File: src/rtl/ifetch_queue.sv
// ============================================================================
//  Module   : ifetch_queue
//  Brief    : Instruction fetch queue. Fetches one word per cycle from a
//             combinational instruction memory into a small FIFO feeding
//             decode, with branch redirect flush. Optional macro
//             IFETCH_QUEUE_BYPASS_EN adds a zero-latency empty-queue bypass.
//  Revision : 1.0  initial release
// ============================================================================
`default_nettype none

module ifetch_queue #(
    parameter int          DEPTH    = 4,
    parameter logic [31:0] RESET_PC = 32'h0000_0000
) (
    input  logic                     clk,
    input  logic                     reset,
    output logic [31:0]              imem_addr,
    input  logic [31:0]              imem_rd,
    input  logic                     branch_valid,
    input  logic [31:0]              branch_target,
    output logic                     instr_valid,
    output logic [31:0]              instr,
    output logic [31:0]              instr_pc,
    input  logic                     instr_ready,
    output logic [$clog2(DEPTH):0]   count
);

    localparam int c_PTR_W = $clog2(DEPTH);
    localparam int c_CNT_W = c_PTR_W + 1;
    localparam logic [c_CNT_W-1:0] c_FULL = c_CNT_W'(DEPTH);

    // Fetch PC kept as a word address so the low two bits are always zero
    logic [29:0]          r_fpc_w;
    logic [c_PTR_W-1:0]   r_wptr;
    logic [c_PTR_W-1:0]   r_rptr;
    logic [c_CNT_W-1:0]   r_count;

    logic [29:0]          r_mem_pc  [DEPTH];
    logic [31:0]          r_mem_ins [DEPTH];

    logic                 w_empty;
    logic                 w_full;
    logic                 w_pop;
    logic                 w_push;
    logic                 w_advance;
    logic                 w_bypass_take;
    logic [31:0]          w_head_pc;
    logic [31:0]          w_head_ins;
    logic                 w_unused;

    assign w_unused   = ^branch_target[1:0];

    assign imem_addr  = {r_fpc_w, 2'b00};
    assign count      = r_count;

    assign w_empty    = (r_count == '0);
    assign w_full     = (r_count == c_FULL);
    assign w_head_pc  = {r_mem_pc[r_rptr], 2'b00};
    assign w_head_ins = r_mem_ins[r_rptr];

`ifdef IFETCH_QUEUE_BYPASS_EN
    logic w_bypass;

    assign w_bypass      = w_empty & ~branch_valid;
    assign w_bypass_take = w_bypass & instr_ready;

    always_comb begin
        instr_valid = ~branch_valid & ~w_empty;
        instr       = '0;
        instr_pc    = '0;
        if (!w_empty) begin
            instr    = w_head_ins;
            instr_pc = w_head_pc;
        end else if (w_bypass) begin
            instr_valid = 1'b1;
            instr       = imem_rd;
            instr_pc    = imem_addr;
        end
    end
`else
    assign w_bypass_take = 1'b0;

    always_comb begin
        instr_valid = ~branch_valid & ~w_empty;
        instr       = '0;
        instr_pc    = '0;
        if (!w_empty) begin
            instr    = w_head_ins;
            instr_pc = w_head_pc;
        end
    end
`endif

    // A bypassed word is consumed straight from memory, so it never occupies a slot
    assign w_pop     = instr_valid & instr_ready & ~w_empty;
    assign w_push    = ~branch_valid & (~w_full | w_pop) & ~w_bypass_take;
    assign w_advance = w_push | w_bypass_take;

    always_ff @(posedge clk or posedge reset) begin
        if (reset) begin
            r_fpc_w <= RESET_PC[31:2];
            r_wptr  <= '0;
            r_rptr  <= '0;
            r_count <= '0;
        end else if (branch_valid) begin
            r_fpc_w <= branch_target[31:2];
            r_wptr  <= '0;
            r_rptr  <= '0;
            r_count <= '0;
        end else begin
            if (w_advance) begin
                r_fpc_w <= r_fpc_w + 30'd1;
            end
            if (w_push) begin
                r_wptr <= r_wptr + 1'b1;
            end
            if (w_pop) begin
                r_rptr <= r_rptr + 1'b1;
            end
            case ({w_push, w_pop})
                2'b10:   r_count <= r_count + 1'b1;
                2'b01:   r_count <= r_count - 1'b1;
                default: r_count <= r_count;
            endcase
        end
    end

    // Entry storage needs no reset: count gates every read of it
    always_ff @(posedge clk) begin
        if (w_push) begin
            r_mem_pc[r_wptr]  <= r_fpc_w;
            r_mem_ins[r_wptr] <= imem_rd;
        end
    end

endmodule

`default_nettype wire

File: config.mk
export PLATFORM = sky130hd
export DESIGN_NAME = ifetch_queue
export DESIGN_NICKNAME = d
export VERILOG_FILES = /design/src/rtl/ifetch_queue.sv
export SDC_FILE = /design/constraint.sdc
export NUM_CORES = 1
export LEC_CHECK = 0
export BUFFER_PORTS_ARGS = -buffer_cell sky130_fd_sc_hd__clkbuf_2
export CAP_MARGIN = 0
export CELL_PAD_IN_SITES_DETAIL_PLACEMENT = 1
export CELL_PAD_IN_SITES_GLOBAL_PLACEMENT = 2
export CORE_AREA = 8 8 175 177
export DETAILED_ROUTE_END_ITERATION = 7
export DIE_AREA = 0 0 183 185
export GPL_TIMING_DRIVEN = 0
export MAX_ROUTING_LAYER = met4
export PLACE_DENSITY_LB_ADDON = 0.12
export SYNTH_ARGS = -nofsm -noshare
export SYNTH_HDL_FRONTEND = slang
export SYNTH_SLANG_ARGS = --single-unit
File: constraint.sdc
create_clock -name clk -period 4.1 [get_ports clk]
set_clock_uncertainty 0.2 [all_clocks]
set_input_delay 0.82 -clock clk [delete_from_list [all_inputs] [get_ports clk]]
set_output_delay 0.82 -clock clk [all_outputs]
set_load 0.01 [all_outputs]
==> reports/qor.yml, run 1 <==
min_path_type: "in2async"
worst-setup-path-type: "reg2out"
worst-path-max-fanout: 10
yosysSeqAreaShare: 0.727
cp_slowest_cell: "clkbuf_1"
firstDrtPassIters: 4
yosysMostFrequentCell: "edfxtp_1"
synth_common_cells: "edfxtp_1 (248), and2_1 (70), mux4_2 (62)"
syn_to_final_growth_pct: 20.6
seq_area_mm2: 0.00837
rows: 62
cts_root_buf: "clkbuf_16"
syn-cell-area_mm2: 0.0115
ys_warn_count: 0
clkLatencyLatePin_ns: 0.55
finalSetupViolCount: 0
startpoint_type: "flip-flop"
htree_levels: 1
worst_slew_pin_slew_ns: 0.860
numClockSinks: 285
outcome: "complete, no violations"
gp_congestion: 0.760
post_cts_resized: 0
crit_required_ns: 3.08
ys_ff_latch: 285
remaining_drc_errors: 0
drtIter0Drc: 307
die_h_um: 185
syn_area_per_cell_um2: 18.0
max_slew_margin: 0.427
clockBufferDepth: 3
routedWlPerCell_um: 21.8
max_stage_delay_ns: 0.60
synth_ff_type: "edfxtp_1"
arrival_ns: 2.85
synth_edf_count: 248
synth_top_cell_by_area: "edfxtp_1"
grt_max_degree: 38
ys_async_sr_fraction: 0.130
fin_nets: 913
dp_hpwl_um: 18300
numPlacedInstances: 1191
power.leakage_nw: 4.93
path_cells: "clkbuf_1 > buf_2 > mux4_2 > and2_1 > clkbuf_2"
antenna_found_initial: 0
fmax_mhz: 258
p_per_area_mw_per_mm2: 623
rsz0062_at_grt: "no"
final_util: 0.494
core_area_mm2: 0.0281
fillers: 2725
gr-total-overflow: 0
vdd_ir_drop_max_mv: 0.267
num_antenna_cells: 0
maxSlewViolCount: 0
endpoint_kind: "primary output"
fin_cells: 1247
port_buffers: 161
grt_first_pass_wirelength_um: 42900
vias: 6337
post_cts_buffers: 0
min_period_ns: 3.87
hold_buffers: 0
io_pins: 168
finalCritPeriodShare: 0.944
clkSlewWorstSetupHoldPaths_ns: 0.06
grt.total_usage: 0.169
hold_slack_ns: 0.219
yosys-top-cells-area: "edfxtp_1 (65%), mux4_2 (12%), dfrtp_1 (8.0%)"
initial_core_util: 0.410
multi_input_area_mm2: 0.00297
die_w_um: 183
drtAntennaViolNets: 0
yosysUniqueCellTypes: 36
hold_viol: 0
cts_tree: "built"
drive_gt1_frac: 0.336
synthCells: 638
maxCapViolCount: 0
viasPerCell: 5.08
wl_um: 27100
cts_made_buffers: 31
die-area_mm2: 0.0339
yosysTopAreaCellShare: 0.647
grt_pass1_vias: 7341
cell families after synthesis:
group | Yosys count | synth area share
buf+inv | 44 | 0.0164
mux | 64 | 0.123
other cells | 1 | 0.000326
xor+xnor | 22 | 0.0167
fa+ha+maj | 6 | 0.00717
compound gates | 47 | 0.0238
flops | 285 | 0.727
simple gates | 169 | 0.0849
area by class of cell:
| type | instances | area share |
|---|---|---|
| flip-flops and latches | 285 | 0.603 |
| inverters | 7 | 0.00189 |
| clock inverters | 14 | 0.00883 |
| well taps | 384 | 0.0346 |
| repair buffers | 165 | 0.0660 |
| clock buffers | 43 | 0.0599 |
| plain buffers | 36 | 0.0114 |
| multi-input cells | 313 | 0.214 |
cell usage in the layout (no fill, tap or decap), drive strengths merged, types with 2 or more instances in the layout:
cell type	netlist	final
a21oi	4	4
a31oi	11	11
and2	70	70
and3	3	3
and4	2	2
buf	12	16
bufinv	0	2
clkbuf	25	228
clkinv	0	9
clkinvlp	0	2
conb	1	5
dfrtp	37	37
edfxtp	248	248
ha	5	5
inv	7	8
mux4	62	62
nand2	27	27
nand2b	3	3
nand3	16	16
nand4	13	13
nor2	19	19
o21ai	30	30
or3	11	11
xnor2	5	5
xor2	17	17
critical path: cells and delay by family, from the launching register on:
kind,cells,cell delay [ns]
and+or+nand+nor,1,0.18
buffers and inverters,3,1.22
DFF,1,0.33
muxes,1,0.58
through the flow:
| stage | power (W) | cell area, um2 | setup slack (ns) | TNS (ns) |
|---|---|---|---|---|
| 3_5_place_dp | 0.00623 | 12900 | 0.661 | 0 |
| 5_1_grt | 0.00913 | 13900 | 0.0132 | 0 |
| 6_report | 0.00865 | 13900 | 0.230 | 0 |
| 2_1_floorplan | 0.00520 | 11500 | 0.718 | 0 |
| 3_3_place_gp | 0.00613 | 12800 | -0.757 | -185.97 |
| 4_1_cts | 0.00885 | 13900 | 0.0559 | 0 |
sequential cells by signal, indices dropped and copies added, names as in the netlist:
signal,count
r_rptr,2
count,3
r_mem_pc,120
r_wptr,2
r_fpc_w,30
r_mem_ins,128
routing by layer:
layer | up-vias | track usage | wire, um
met5 | - | - | 0
met4 | 0 | 0.0374 | 374
met3 | 29 | 0.0269 | 1160
met2 | 151 | 0.280 | 13400
met1 | 3273 | 0.218 | 12200
li1 | 2884 | - | -
report_power, final:
group / total (W) / internal [W] / switching, W
clock: 0.00260 / 0.00153 / 0.00107
sequential: 0.00377 / 0.00359 / 0.000178
combinational: 0.00228 / 0.00101 / 0.00127
path summary, 6_finish.rpt:
path	start	end	slack, ns	cells after the start
worst max register to register	r_fpc_w[12]	r_fpc_w[28]	1.62	5
worst min-delay path	reset	r_fpc_w[26]	0.22	2
min in group clk	branch_target[5]	r_fpc_w[3]	0.29	3
max in group asynchronous	reset	r_fpc_w[27]	2.92	2
worst max-delay path	r_rptr[0]	instr_pc[21]	0.23	5
worst min register to register	r_fpc_w[1]	r_mem_pc[0][1]	0.42	0
Power figures use the tool's default switching activity.
==> inputs of run 2 (changes only) <==
--- a/config.mk
+++ b/config.mk
@@ -9,9 +9,10 @@
 export CAP_MARGIN = 0
 export CELL_PAD_IN_SITES_DETAIL_PLACEMENT = 1
 export CELL_PAD_IN_SITES_GLOBAL_PLACEMENT = 2
-export CORE_AREA = 8 8 175 177
+export CORE_AREA = 8 8 171 173
+export CTS_BUF_LIST = sky130_fd_sc_hd__clkbuf_2
 export DETAILED_ROUTE_END_ITERATION = 7
-export DIE_AREA = 0 0 183 185
+export DIE_AREA = 0 0 179 181
 export GPL_TIMING_DRIVEN = 0
 export MAX_ROUTING_LAYER = met4
 export PLACE_DENSITY_LB_ADDON = 0.12
==> reports/qor.yml, run 2 (synthesis gave the netlist of run 1 again) <==
outcome: "complete, no violations"
worst_slew_pin_slew_ns: 0.852
post_cts_buffers: 0
fmax_mhz: 257
htree_levels: 3
startpoint_type: "flip-flop"
final_cell_mix: "clkbuf_2 (286), edfxtp_1 (248), and2_1 (66)"
cp_slowest_cell: "buf_1"
dpl_worst_slack_ns: 0.620
cts_root_buf: "clkbuf_2"
crit_required_ns: 3.08
syn_to_final_growth_pct: 21.4
drtAntennaViolNets: 0
io_pins: 168
vdd_ir_drop_max_mv: 0.245
reg_top3: "r_mem_ins x128, r_mem_pc x120, r_fpc_w x30"
largest_reg_flops: 128
path_cells: "clkbuf_1 > or3_1 > clkbuf_2 > buf_1 > and2_1 > clkbuf_2"
viasPerCell: 5.14
final.setup.worst_slack_ns: 0.211
remaining_drc_errors: 0
clkSlewWorstSetupHoldPaths_ns: 0.10
max_slew_margin: 0.431
rows: 60
fillers: 2658
initial_core_util: 0.434
routedWlPerCell_um: 21.0
clkLatencyLatePin_ns: 0.80
seq_area_mm2: 0.00837
min_path_type: "in2reg"
drive_gt1_frac: 0.385
port_buffers: 161
top_register: "r_mem_ins"
rsz0062_at_grt: "yes"
grt_pass1_vias: 8008
multi_input_area_mm2: 0.00297
vias: 6829
clockBufferDepth: 3
worst-setup-path-type: "reg2out"
min_period_ns: 3.89
grt.total_usage: 0.183
core_area_mm2: 0.0265
cts_tree: "built"
final_common_cell: "clkbuf_2"
wl_um: 27800
firstDrtPassIters: 4
hold_slack_ns: 0.0793
finalSetupViolCount: 0
maxCapViolCount: 0
hold_viol: 0
p_per_area_mw_per_mm2: 574
max_stage_delay_ns: 0.40
antenna_found_initial: 1
grt_first_pass_wirelength_um: 44400
die-area_mm2: 0.0324
die_w_um: 179
finalCritPeriodShare: 0.948
cts_made_buffers: 77
rr_worst_depth: 5
arrival_ns: 2.87
fin_nets: 1001
maxSlewViolCount: 0
worst-path-max-fanout: 10
numClockSinks: 285
cp_common_cell: "clkbuf_2"
gp_congestion: 0.776
power.leakage_nw: 5.20
die_h_um: 181
gr-total-overflow: 0
whs_path_depth: 3
dp_hpwl_um: 18100
grt_max_degree: 46
endpoint_kind: "primary output"
drtIter0Drc: 300
==> run 2: worst paths after layout <==
kind	end	slack, ns	from
max in group asynchronous	r_rptr[0]	2.52	reset
worst max register to register	r_fpc_w[22]	1.55	r_fpc_w[12]
worst min-delay path	r_fpc_w[12]	0.08	branch_target[14]
min in group asynchronous	r_fpc_w[24]	0.53	reset
worst max-delay path	instr_pc[23]	0.21	count[2]
worst min register to register	r_mem_pc[0][9]	0.39	r_fpc_w[9]
==> run 2: layout make-up <==
cell class / count / share of cell area
plain buffers: 36 / 0.0115
multi-input cells: 313 / 0.213
clock inverters: 15 / 0.00448
well taps: 341 / 0.0305
diodes: 1 / 0.000179
inverters: 7 / 0.00188
repair buffers: 207 / 0.0956
flip-flops and latches: 285 / 0.599
clock buffers: 123 / 0.0440
==> run 2: what timing repair did <==
item / 4_1_cts / 5_1_grt
endpoints found under the hold margin: 171 / 0
hold buffers: 42 / 0
gates resized for setup: 1 / 4
setup endpoints to repair: 58 / 26
==> run 2: power breakdown <==
part | internal [W] | total (W) | switching (W)
Sequential | 0.00358 | 0.00378 | 0.000193
Combinational | 0.00105 | 0.00231 | 0.00127
Clock | 0.000784 | 0.00193 | 0.00114
Total | 0.00541 | 0.00802 | 0.00260
==> run 2: worst max-delay path: cells and delay by family, from the launching register on <==
family / cells / cell delay (ns)
buffers and inverters: 4 / 1.25
DFF: 1 / 0.37
and+or+nand+nor: 2 / 0.49
==> run 2: through the flow <==
stage | area [um2] | utilization | total power [W] | TNS, ns | std cells
2_1_floorplan | 11500 | - | 0.00520 | 0 | 642
3_3_place_gp | 12800 | 0.481 | 0.00612 | -189.22 | 1144
3_5_place_dp | 12900 | 0.486 | 0.00621 | 0 | 1148
4_1_cts | 14000 | 0.527 | 0.00820 | 0 | 1327
5_1_grt | 14000 | 0.527 | 0.00855 | -0.260 | 1328
6_report | 14000 | 0.527 | 0.00802 | 0 | 1328
==> run 2: per-layer routing <==
metal / vias up / GRT usage / part of all wire
met5: - / - / 0
met4: 0 / 0.0549 / 0.015
met3: 42 / 0.0375 / 0.049
met2: 196 / 0.300 / 0.50
met1: 3476 / 0.227 / 0.44
li1: 3115 / - / -
